--- config.mk ---
export PLATFORM = sky130hd
export DESIGN_NAME = imm_gen_pipe
export DESIGN_NICKNAME = d
export VERILOG_FILES = /design/src/rtl/imm_gen_pipe.sv
export SDC_FILE = /design/constraint.sdc
export NUM_CORES = 1
export LEC_CHECK = 0
export BUFFER_PORTS_ARGS = -buffer_cell sky130_fd_sc_hd__buf_2
export CELL_PAD_IN_SITES_DETAIL_PLACEMENT = 0
export CELL_PAD_IN_SITES_GLOBAL_PLACEMENT = 2
export CORE_UTILIZATION = 36
export CTS_BUF_LIST = sky130_fd_sc_hd__clkbuf_16
export DETAILED_ROUTE_END_ITERATION = 12
export PLACE_DENSITY = 0.88
export SLEW_MARGIN = 15
export SYNTH_ARGS = -nofsm -noshare
export SYNTH_HDL_FRONTEND = slang
export SYNTH_SLANG_ARGS = --single-unit
--- constraint.sdc ---
create_clock -name clk -period 2.8 [get_ports clk]
set_input_delay 0.84 -clock clk [delete_from_list [all_inputs] [get_ports clk]]
set_output_delay 0.84 -clock clk [all_outputs]
set_load 0.05 [all_outputs]
--- src/rtl/imm_gen_pipe.sv ---
// Registered RISC-V immediate generator for the decode stage.
// Valid/ready boundary with a 2-entry skid buffer and flush.
module imm_gen_pipe #(
  parameter int XLEN      = 32,
  parameter int TAG_WIDTH = 32
) (
  input  logic                 clk,
  input  logic                 rst_n,
  input  logic                 flush,
  input  logic                 in_valid,
  output logic                 in_ready,
  input  logic [31:0]          in_inst,
  input  logic [TAG_WIDTH-1:0] in_tag,
  output logic                 out_valid,
  input  logic                 out_ready,
  output logic [XLEN-1:0]      out_imm,
  output logic [2:0]           out_type,
  output logic                 out_unknown,
  output logic [TAG_WIDTH-1:0] out_tag
);

  localparam bit RV64 = (XLEN == 64);

  typedef enum logic [2:0] {
    T_NONE  = 3'd0,
    T_I     = 3'd1,
    T_S     = 3'd2,
    T_B     = 3'd3,
    T_U     = 3'd4,
    T_J     = 3'd5,
    T_SHAMT = 3'd6,
    T_ZIMM  = 3'd7
  } imm_type_e;

  typedef struct packed {
    logic [XLEN-1:0]      imm;
    imm_type_e            typ;
    logic                 unk;
    logic [TAG_WIDTH-1:0] tag;
  } beat_t;

  logic [6:0] opc;
  logic [2:0] f3;
  logic       is_sh;

  assign opc   = in_inst[6:0];
  assign f3    = in_inst[14:12];
  assign is_sh = (f3 == 3'b001) || (f3 == 3'b101);

  logic [XLEN-1:0] imm_i, imm_s, imm_b, imm_u, imm_j;
  logic [XLEN-1:0] sh5, sh_op, zimm;

  assign imm_i = XLEN'($signed(in_inst[31:20]));
  assign imm_s = XLEN'($signed({in_inst[31:25], in_inst[11:7]}));
  assign imm_b = XLEN'($signed({in_inst[31], in_inst[7],
                                in_inst[30:25], in_inst[11:8],
                                1'b0}));
  assign imm_u = XLEN'($signed({in_inst[31:12], 12'b0}));
  assign imm_j = XLEN'($signed({in_inst[31], in_inst[19:12],
                                in_inst[20], in_inst[30:21],
                                1'b0}));
  assign sh5   = XLEN'(in_inst[24:20]);
  // RV64 OP-IMM shifts carry a 6-bit shamt; *W shifts stay 5-bit.
  assign sh_op = RV64 ? XLEN'(in_inst[25:20]) : sh5;
  assign zimm  = XLEN'(in_inst[19:15]);

  beat_t in_b;

  always_comb begin
    in_b     = '0;
    in_b.tag = in_tag;
    unique case (1'b1)
      opc == 7'b0010011: begin
        in_b.typ = is_sh ? T_SHAMT : T_I;
        in_b.imm = is_sh ? sh_op : imm_i;
      end
      opc == 7'b0011011: begin
        if (RV64) begin
          in_b.typ = is_sh ? T_SHAMT : T_I;
          in_b.imm = is_sh ? sh5 : imm_i;
        end else begin
          in_b.unk = 1'b1;
        end
      end
      opc == 7'b0000011,
      opc == 7'b1100111,
      opc == 7'b0001111: begin
        in_b.typ = T_I;
        in_b.imm = imm_i;
      end
      opc == 7'b0100011: begin
        in_b.typ = T_S;
        in_b.imm = imm_s;
      end
      opc == 7'b1100011: begin
        in_b.typ = T_B;
        in_b.imm = imm_b;
      end
      opc == 7'b0110111,
      opc == 7'b0010111: begin
        in_b.typ = T_U;
        in_b.imm = imm_u;
      end
      opc == 7'b1101111: begin
        in_b.typ = T_J;
        in_b.imm = imm_j;
      end
      opc == 7'b0110011,
      opc == 7'b0111011: begin
        in_b.typ = T_NONE;
      end
      opc == 7'b1110011: begin
        unique case (1'b1)
          f3[2] && (f3[1:0] != 2'b00): begin
            in_b.typ = T_ZIMM;
            in_b.imm = zimm;
          end
          !f3[2] && (f3[1:0] != 2'b00): begin
            in_b.typ = T_I;
            in_b.imm = imm_i;
          end
          default: in_b.typ = T_NONE;
        endcase
      end
      default: in_b.unk = 1'b1;
    endcase
  end

  beat_t m_q, m_d, s_q, s_d;
  logic  m_v_q, m_v_d, s_v_q, s_v_d;
  logic  accept, fire, load_m;

  assign in_ready  = ~s_v_q;
  assign out_valid = m_v_q;
  assign accept    = in_valid & in_ready;
  assign fire      = m_v_q & out_ready;
  assign load_m    = ~m_v_q | fire;

  always_comb begin
    m_d   = m_q;
    s_d   = s_q;
    m_v_d = m_v_q;
    s_v_d = s_v_q;
    if (flush) begin
      m_v_d = 1'b0;
      s_v_d = 1'b0;
    end else if (load_m) begin
      if (s_v_q) begin
        m_d   = s_q;
        m_v_d = 1'b1;
        s_v_d = accept;
        if (accept) s_d = in_b;
      end else if (accept) begin
        m_d   = in_b;
        m_v_d = 1'b1;
      end else begin
        m_v_d = 1'b0;
      end
    end else if (accept) begin
      s_d   = in_b;
      s_v_d = 1'b1;
    end
  end

  always_ff @(posedge clk or negedge rst_n) begin
    if (!rst_n) begin
      m_q   <= '0;
      s_q   <= '0;
      m_v_q <= 1'b0;
      s_v_q <= 1'b0;
    end else begin
      m_q   <= m_d;
      s_q   <= s_d;
      m_v_q <= m_v_d;
      s_v_q <= s_v_d;
    end
  end

  assign out_imm     = m_q.imm;
  assign out_type    = m_q.typ;
  assign out_unknown = m_q.unk;
  assign out_tag     = m_q.tag;

endmodule

==> results of run 1 <==
-- worst max-delay path by stage --
stage               slack [ns]     endpoint  depth (start not counted)        from
floorplan                 0.41     in_ready                          4       s_v_q
global placement          0.20  out_imm[29]                          7  in_inst[6]
detailed placement        0.16  out_imm[29]                          7  in_inst[6]
CTS                       0.59  out_imm[29]                          7  in_inst[6]
global route              0.43      s_q[63]                          8  in_inst[2]
finish                    0.56   out_imm[4]                          8  in_inst[5]
-- routing by layer --
metal	part of all wire, %	wire length [um]	vias to the layer above
met5	0	0	-
met3	6.5	1160	13
met4	0.83	149	0
li1	-	-	2667
met2	47	8380	200
met1	46	8260	2688
-- synth_stat cells (2+ instances only) --
master,instances
a211oi_1,11
a21oi_1,22
a221o_1,11
a222oi_1,4
a22o_1,14
a2bb2oi_1,8
a31oi_1,30
and2_1,3
and3_1,6
buf_1,8
buf_2,11
buf_6,4
clkbuf_1,27
dfrtp_1,138
mux2i_1,32
nand2_1,177
nand2b_1,4
nand3_1,2
nor2_1,49
nor2b_1,2
nor3_1,16
nor3b_1,2
nor4_1,2
o211ai_1,8
o21ai_0,54
o21ai_2,3
o311ai_0,2
o31ai_1,3
or3_1,6
-- power by group --
group,internal (uW),switching [uW]
clock network,1460,797
logic,332,812
registers,2300,169
total,4100,1780
-- per-stage QoR --
stage	power (uW)	area [um^2]
6_report	5870	7990
5_1_grt	6140	7990
4_1_cts	5930	7990
3_5_place_dp	3660	7400
3_3_place_gp	3620	7400
2_1_floorplan	3280	6420
-- cells by family after synthesis --
| logic type | count (synthesis) |
|---|---|
| and+or+nand+nor | 274 |
| AOI/OAI and AO/OA | 182 |
| DFF | 138 |
| buffers and inverters | 53 |
| muxes | 33 |
-- worst max-delay path: stages --
cell and delay (ns):
buf_2 0.19, or3_1 0.15, a21oi_1 0.07, o21ai_0 0.23, o21ai_1 0.21, a222oi_1 0.54
buf_4 0.21, o21ai_0 0.08
-- area by class of cell --
| cell class | count | area (um^2) | share of cell area (%) |
|---|---|---|---|
| Clock buffer | 17 | 425 | 5.32 |
| Clock inverter | 13 | 163 | 2.04 |
| Inverter | 2 | 7.51 | 0.0939 |
| Multi-Input combinational cell | 489 | 2750 | 34.4 |
| Sequential cell | 138 | 3450 | 43.2 |
| Tap cell | 225 | 282 | 3.52 |
| Timing Repair Buffer | 162 | 915 | 11.4 |
-- flip-flops by register name (all words and copies together), names as in the netlist --
| name | count |
|---|---|
| s_q | 68 |
| out_imm | 32 |
| out_tag | 32 |
| out_type | 3 |
| out_unknown | 1 |
| out_valid | 1 |
| s_v_q | 1 |
==> impl_metrics.env, run 1 <==
export IMPL_grt_pass1_wl_um=28800
export IMPL_cap_violations=0
export IMPL_insertion_delay_ns=0.41
export IMPL_wire_per_inst_um=17.2
export IMPL_cp_required_ns=3.08
export IMPL_fin_ws_ns=0.561
export IMPL_ir_drop_v=0.000442
export IMPL_synth_compound_area_share_pct=19.3
export IMPL_antennaDiodeCount=0
export IMPL_die_height_um=136
export IMPL_fin_nets=879
export IMPL_portBuffers=138
export IMPL_power_density_mw_per_mm2=735
export IMPL_finalCritPeriodShare_pct=79.9
export IMPL_r2r_start="s_v_q"
export IMPL_finalMaxSlewViolations=0
export IMPL_avgSynthCellArea_um2=9.45
export IMPL_synth_top_area_share_pct=53.8
export IMPL_dieArea_mm2=0.0184
export IMPL_crit_path_end_kind="register"
export IMPL_power_leakage_uw=0.00382
export IMPL_dp_slack_ns=0.160
export IMPL_outcome="finished clean"
export IMPL_ctsHoldBuffers=0
export IMPL_ys_top_cells_by_area="dfrtp_1, nand2_1, mux2i_1, o21ai_0, a31oi_1"
export IMPL_cts_path_max_buffers=2
export IMPL_crit_fanout=11
export IMPL_max_freq_mhz=447
export IMPL_grt_busiest_layer="met2"
export IMPL_dp_cells=1016
export IMPL_synth_nets=749
export IMPL_finClkSkew_ns=0.00757
export IMPL_first_global_vias=5394
export IMPL_clkTransAtPathRegs_ns=0.06
export IMPL_initial_utilization_pct=37.0
export IMPL_synth_edff_count=0
export IMPL_overflow=0
export IMPL_synth_top_area_cell="dfrtp_1"
export IMPL_n_fill_cell=1685
export IMPL_rows=48
export IMPL_critPathArrivalTime_ns=2.52
export IMPL_yosys_area_share_simple_pct=18.0
export IMPL_crit_path_start_kind="input port"
export IMPL_holdWs_ns=0.389
export IMPL_synthAdderAreaFrac_pct=0
export IMPL_critPathKind="input port to register"
export IMPL_r2r_slack_ns=0.81
export IMPL_drt_first_pass_iters=6
export IMPL_core_area_mm2=0.0174
export IMPL_cts_sinks=138
export IMPL_drc=0
export IMPL_yosysWarnings=0
export IMPL_track_usage_pct=20.3
export IMPL_setup_viol=0
export IMPL_drtIter0Drc=329
export IMPL_relSlewSlack_pct=58.6
export IMPL_drive_gt1_share_pct=24.5
export IMPL_antenna_found_initial=0
export IMPL_cts_made_buffers=17
export IMPL_cts_tree="built"
export IMPL_worst_pin_slew_ns=0.622
export IMPL_use_met3_pct=4.04
export IMPL_instances_no_fill=1046
export IMPL_cts_root_buf="clkbuf_16"
export IMPL_synth_seq_cells=138
export IMPL_r2r_cells=3
export IMPL_fin_setup_tns_ns=0
export IMPL_final_cell_mix="nand2_1, buf_2, dfrtp_1"
export IMPL_finalHoldViolCount=0
export IMPL_fin_crit_ns=2.24
export IMPL_grt_setup_unrepaired="false"
export IMPL_synthXorXnorAreaFrac_pct=0
export IMPL_cts_resized=0
export IMPL_io_pins=139
export IMPL_via_per_inst=5.32
export IMPL_synth_top_family_by_area="compound AO/OA/AOI/OAI gates"
export IMPL_dp_hpwl_um=12300
export IMPL_use_met1_pct=27.7
export IMPL_yosysUniqueCellTypes=50
export IMPL_grt_max_degree=65
export IMPL_postLayoutCoreUtil_pct=46.0
export IMPL_syn_inst=680
export IMPL_ant_nets=0
export IMPL_gp_congestion=0.896
export IMPL_ys_seq_area_share_pct=53.8
export IMPL_r2r_end="out_imm[29]"
export IMPL_use_met2_pct=32.6
export IMPL_wl_um=17900
export IMPL_syn_area_mm2=0.00642
export IMPL_async_flop_share_pct=100
export IMPL_h_tree_depth=4
export IMPL_synth_mux_area_share_pct=5.16
export IMPL_die_w_um=136
export IMPL_synthFlopType="dfrtp_1"
export IMPL_hold_class="input port to async pin"
export IMPL_cts_setup_buffers=0
export IMPL_layout_commonest_cell="nand2_1"
export IMPL_via_count=5568
export IMPL_areaGrowthSynthToFinish_pct=24.4
No activity file was read; power rests on OpenSTA's default activity.
==> run 2, diff against run 1 <==
--- a/config.mk
+++ b/config.mk
@@ -8,10 +8,10 @@
 export BUFFER_PORTS_ARGS = -buffer_cell sky130_fd_sc_hd__buf_2
 export CELL_PAD_IN_SITES_DETAIL_PLACEMENT = 0
 export CELL_PAD_IN_SITES_GLOBAL_PLACEMENT = 2
-export CORE_UTILIZATION = 36
+export CORE_UTILIZATION = 30
 export CTS_BUF_LIST = sky130_fd_sc_hd__clkbuf_16
 export DETAILED_ROUTE_END_ITERATION = 12
-export PLACE_DENSITY = 0.88
+export PLACE_DENSITY = 0.79
 export SLEW_MARGIN = 15
 export SYNTH_ARGS = -nofsm -noshare
 export SYNTH_HDL_FRONTEND = slang
==> constraint.sdc (replaced) <==
create_clock -name clk -period 1.86 [get_ports clk]
set_input_delay 0.558 -clock clk [delete_from_list [all_inputs] [get_ports clk]]
set_output_delay 0.558 -clock clk [all_outputs]
set_load 0.05 [all_outputs]
==> run 2 against run 1 <==
  * Routed wire length rose by 5.5%
  * The flow now finishes with violations (DRC)
  * Largest cell class unchanged
  * Largest power group unchanged
  * Sequential share of layout area is 3.6 points lower
  * Core utilization shrank 4.6 points
  * Sequential cell count unchanged
  * Hold slack worse by 0.31 ns
  * Sequential power grew 50%
  * Non-clock buffer count increased by 58
  * Clock-buffer cell count did not move
==> impl_metrics.env, run 2 (synthesis gave the netlist of run 1 again) <==
export IMPL_crit_family="compound AO/OA/AOI/OAI gates"
export IMPL_drt_first_pass_iters=10
export IMPL_crit_path_start_kind="input port"
export IMPL_crit_cells=8
export IMPL_postLayoutCoreUtil_pct=41.5
export IMPL_h_tree_depth=4
export IMPL_core_area_mm2=0.0210
export IMPL_io_pins=139
export IMPL_dp_hpwl_um=13500
export IMPL_r2r_start="s_v_q"
export IMPL_drc=2
export IMPL_die_height_um=148
export IMPL_die_w_um=148
export IMPL_clkTransAtPathRegs_ns=0.06
export IMPL_crit_path_end_kind="register"
export IMPL_grt_max_degree=54
export IMPL_outcome="complete, but fails checks"
export IMPL_antenna_found_initial=1
export IMPL_power_leakage_uw=0.00414
export IMPL_cts_tree="built"
export IMPL_overflow=0
export IMPL_cts_sinks=138
export IMPL_violations="DRC"
export IMPL_relSlewSlack_pct=65.4
export IMPL_max_stage_delay_ns=0.37
export IMPL_ctsHoldBuffers=0
export IMPL_worst_path_buf_inv=2
export IMPL_gp_congestion=0.899
export IMPL_multi_input_area_mm2=0.00280
export IMPL_p_switching_uw=2900
export IMPL_first_global_vias=5469
export IMPL_pwr_share_clk_pct=39.0
export IMPL_fin_crit_ns=1.81
export IMPL_wire_per_inst_um=16.4
export IMPL_r2r_cells=8
export IMPL_fin_nets=937
export IMPL_cts_path_max_buffers=2
export IMPL_crit_path_end="out_imm[29]"
export IMPL_finalHoldViolCount=0
export IMPL_via_count=5697
export IMPL_layout_commonest_cell="nand2_1"
export IMPL_cp_slowest_cell="or3_1"
export IMPL_ir_drop_v=0.000628
export IMPL_insertion_delay_ns=0.42
export IMPL_rows=53
export IMPL_critPathKind="input port to register"
export IMPL_hold_class="input port to async pin"
export IMPL_critPathArrivalTime_ns=2.11
export IMPL_switching_share_pct=31.9
export IMPL_cp_required_ns=2.16
export IMPL_power_density_mw_per_mm2=1040
export IMPL_cts_made_buffers=17
export IMPL_drive_gt1_share_pct=31.4
export IMPL_cts_root_buf="clkbuf_16"
export IMPL_largest_register_ffs=68
export IMPL_crit_fanout=11
export IMPL_cap_violations=0
export IMPL_power_uw=9090
export IMPL_finalCritPeriodShare_pct=97.2
export IMPL_n_fill_cell=2082
export IMPL_r2r_slack_ns=0.14
export IMPL_wl_um=18900
export IMPL_drtIter0Drc=253
export IMPL_track_usage_pct=17.8
export IMPL_via_per_inst=4.93
export IMPL_setup_viol=0
export IMPL_grt_pass1_wl_um=30100
export IMPL_seq_power_share_pct=40.8
export IMPL_regArea_mm2=0.00346
export IMPL_initial_utilization_pct=30.6
export IMPL_finClkSkew_ns=0.0119
export IMPL_worst_pin_slew_ns=0.519
export IMPL_dieArea_mm2=0.0220
export IMPL_startpoint="in_inst[2]"
export IMPL_holdWs_ns=0.0766
export IMPL_combPwrFrac_pct=20.2
export IMPL_ant_nets=0
export IMPL_final_cell_mix="nand2_1, dfrtp_1, buf_2"
export IMPL_max_freq_mhz=553
export IMPL_antennaDiodeCount=0
export IMPL_areaGrowthSynthToFinish_pct=35.7
export IMPL_portBuffers=138
export IMPL_p_int_uw=6190
export IMPL_cp_cell_sequence="clkbuf_4, or2_4, a21o_4, o31a_2, o211ai_2, or3_1, buf_12, a221o_1"
export IMPL_finalMaxSlewViolations=0
export IMPL_r2r_end="out_imm[4]"
export IMPL_top_register="s_q"
==> run 2: cell types whose count changed in the layout (fill, tap and decap cells not counted), sizes merged <==
cell      before  now
buf          162  219
bufinv         4    3
clkbuf        17   18
clkinv         7    6
clkinvlp       1    3
inv            3    5
==> run 2: cell type report <==
class,count,share of cell area [%]
Multi-Input combinational cell,489,32.2
Inverter,2,0.100
Tap cell,275,3.95
Clock buffer,17,4.88
Timing Repair Buffer,220,17.1
Sequential cell,138,39.6
Clock inverter,15,2.18
==> run 2: worst min-delay path by stage <==
stage           startpoint  depth (start not counted)  slack [ns]          end
6_report             rst_n                          1        0.08   out_tag[3]
5_1_grt              rst_n                          1         0.1   out_tag[3]
4_1_cts              rst_n                          1        0.08   out_tag[3]
3_5_place_dp   out_type[1]                          2        0.46  out_type[1]
3_3_place_gp       s_q[33]                          2        0.45      s_q[33]
2_1_floorplan        rst_n                          0        0.26   out_imm[0]
==> run 2: worst register-to-register path: cells and delay by family (launching register included) <==
kind | cells | cell delay [ns]
compound gates | 2 | 0.23
buf+inv | 2 | 0.30
flops | 1 | 0.45
simple gates | 4 | 0.60
==> run 2: power by group through the flow <==
stage / logic, uW / clock network (uW) / registers (uW)
3_3_place_gp: 1810 / 0 / 3760
4_1_cts: 1840 / 3630 / 3710
2_1_floorplan: 602 / 0 / 4340
6_report: 1830 / 3550 / 3710
3_5_place_dp: 1830 / 0 / 3770
5_1_grt: 2000 / 3740 / 3770
==> run 2: what timing repair did <==
item                                    CTS  global route
endpoints found under the setup margin    1            41
pin swaps                                 0             5
endpoints found under the hold margin     0             0
gates resized for setup                   2            12
buffers inserted                          2             1
==> run 2: metal layers <==
| layer | vias to the layer above | share of wire, % | global-route usage (%) |
|---|---|---|---|
| li1 | 2777 | - | - |
| met4 | 2 | 0.92 | 5.00 |
| met5 | - | 0.069 | 0 |
| met1 | 2759 | 49 | 24.9 |
| met3 | 15 | 5.0 | 4.33 |
| met2 | 144 | 45 | 27.2 |
==> run 2: stage by stage <==
step	cells	setup TNS (ns)	cell area [um^2]	setup slack (ns)
after floorplan	680	-5.41	6450	-0.140
after global placement	1121	-20.13	8020	-0.366
after detailed placement	1121	-23.05	8020	-0.415
after CTS	1155	0	8650	0.0298
after global routing	1156	-0.00390	8720	-0.00385
final	1156	0	8720	0.0526
==> run 3, diff against run 2 <==
==> constraint.sdc (replaced) <==
create_clock -name clk -period 1.86 [get_ports clk]
set_input_delay 0.558 -clock clk [delete_from_list [all_inputs] [get_ports clk]]
set_output_delay 0.558 -clock clk [all_outputs]
set_load 0.005 [all_outputs]
==> run 3 against run 2 <==
  * The flow now finishes without violations
  * Sequential share of layout area rose by 0.10 points
  * Non-clock buffer count fell by 1
  * Register-to-register slack barely moved
  * Clock power is 8.7% lower
  * Via count increased by 0.35%
  * Global-route usage about the same
  * Total power shrank 10%
  * Combinational power fell by 34%
==> impl_metrics.env, run 3 (synthesis gave the netlist of run 1 again) <==
export IMPL_power_leakage_uw=0.00413
export IMPL_finalCritPeriodShare_pct=99.2
export IMPL_antennaDiodeCount=0
export IMPL_worst_path_buf_inv=3
export IMPL_grt_setup_unrepaired="true"
export IMPL_grt_pass1_wl_um=30000
export IMPL_dp_slack_ns=-0.627
export IMPL_antenna_found_initial=0
export IMPL_cts_root_buf="clkbuf_16"
export IMPL_relSlewSlack_pct=57.8
export IMPL_cp_required_ns=2.17
export IMPL_setup_viol=0
export IMPL_max_stage_delay_ns=0.54
export IMPL_track_usage_pct=17.8
export IMPL_worst_pin_slew_ns=0.633
export IMPL_fin_crit_ns=1.84
export IMPL_dp_cells=1120
export IMPL_ant_nets=0
export IMPL_h_tree_depth=4
export IMPL_layout_commonest_cell="nand2_1"
export IMPL_dieArea_mm2=0.0220
export IMPL_via_per_inst=4.95
export IMPL_cts_tree="built"
export IMPL_r2r_end="s_q[36]"
export IMPL_r2r_slack_ns=0.15
export IMPL_top_register="s_q"
export IMPL_crit_path_start_kind="input port"
export IMPL_crit_family="compound AO/OA/AOI/OAI gates"
export IMPL_cts_sinks=138
export IMPL_drc=0
export IMPL_insertion_delay_ns=0.43
export IMPL_instances_no_fill=1155
export IMPL_via_count=5717
export IMPL_cp_cell_sequence="buf_2, buf_6, nand4b_1, a21oi_2, o21ai_2, o21ai_4, a222oi_1, buf_4, o21ai_0"
export IMPL_first_global_vias=5500
export IMPL_crit_fanout=7
export IMPL_overflow=0
export IMPL_grt_max_degree=57
export IMPL_r2r_start="s_v_q"
export IMPL_largest_register_ffs=68
export IMPL_clkTransAtPathRegs_ns=0.06
export IMPL_hold_class="input port to async pin"
export IMPL_finClkSkew_ns=0.00580
export IMPL_cts_path_max_buffers=2
export IMPL_ctsHoldBuffers=0
export IMPL_wl_um=18900
export IMPL_io_pins=139
export IMPL_drt_first_pass_iters=7
export IMPL_cap_violations=0
export IMPL_cts_made_buffers=17
export IMPL_drtIter0Drc=263
export IMPL_rows=53
export IMPL_fin_nets=936
export IMPL_initial_utilization_pct=30.6
export IMPL_n_fill_cell=2132
export IMPL_finalHoldViolCount=0
export IMPL_power_uw=8160
export IMPL_drive_gt1_share_pct=31.3
export IMPL_die_w_um=148
export IMPL_outcome="finished clean"
export IMPL_critPathKind="input port to register"
export IMPL_max_freq_mhz=542
export IMPL_wire_per_inst_um=16.4
export IMPL_postLayoutCoreUtil_pct=41.3
export IMPL_ir_drop_v=0.000639
export IMPL_power_density_mw_per_mm2=939
export IMPL_cp_slowest_cell="a222oi_1"
export IMPL_crit_path_end_kind="register"
export IMPL_areaGrowthSynthToFinish_pct=35.3
export IMPL_critPathArrivalTime_ns=2.15
export IMPL_r2r_cells=7
export IMPL_core_area_mm2=0.0210
export IMPL_die_height_um=148
export IMPL_final_cell_mix="nand2_1, dfrtp_1, buf_2"
export IMPL_dp_hpwl_um=13200
export IMPL_finalMaxSlewViolations=0
export IMPL_portBuffers=138
export IMPL_fin_ws_ns=0.0154
export IMPL_gp_congestion=0.788
## run 3: cell types whose count changed in the layout (fill, tap and decap cells not counted), sizes merged
| cell | change |
|---|---|
| buf | -1 |
| bufinv | -2 |
| clkinv | +1 |
| bufbuf | +1 |
| clkbuf | -1 |
| clkinvlp | +1 |
## run 3: cell type report
cell class | count | area (um^2) | share of cell area (%)
flip-flops and latches | 138 | 3450 | 39.7
multi-input cells | 489 | 2810 | 32.3
repair buffers | 219 | 1520 | 17.5
clock buffers | 17 | 425 | 4.89
well taps | 275 | 344 | 3.96
clock inverters | 15 | 126 | 1.45
inverters | 2 | 8.76 | 0.101
## run 3: worst max-delay path by stage
stage / start / end / slack (ns) / depth (start not counted)
floorplan: in_inst[3] / out_imm[27] / -0.14 / 8
global placement: in_inst[4] / out_imm[3] / -0.64 / 10
detailed placement: in_inst[4] / out_imm[3] / -0.63 / 10
CTS: in_inst[5] / out_imm[3] / 0.02 / 9
global route: in_inst[2] / s_q[39] / -0.02 / 10
finish: in_inst[5] / out_imm[3] / 0.02 / 9
## run 3: metrics by stage
stage / hold slack, ns / setup TNS [ns] / area (um^2)
after global routing: 0.0440 / -0.0453 / 8690
after detailed placement: 0.456 / -22.10 / 8020
after CTS: 0.0286 / 0 / 8630
final: 0.0277 / 0 / 8690
after floorplan: 0.262 / -5.38 / 6440
after global placement: 0.448 / -21.64 / 8020
## run 3: metal layers
metal / GRT usage (%) / up-vias / wire length [um] / share of wire [%]
met3: 3.50 / 25 / 1080 / 5.7
met2: 28.0 / 171 / 8660 / 46
met1: 24.4 / 2739 / 8930 / 47
met5: 0 / - / 0 / 0
met4: 5.72 / 0 / 270 / 1.4
li1: - / 2782 / - / -
## run 3: where the power goes
part	internal (uW)	total, uW	switching [uW]
logic	582	1210	626
clock network	1830	3240	1410
registers	3470	3710	246
total	5880	8160	2280
## run 3: what timing repair did
action                                  CTS  global route
gates cloned                              1             0
resized for setup                         8            12
pin swaps                                 2             5
endpoints found under the setup margin    5            13
endpoints found under the hold margin     0             0
setup buffers                             3             2
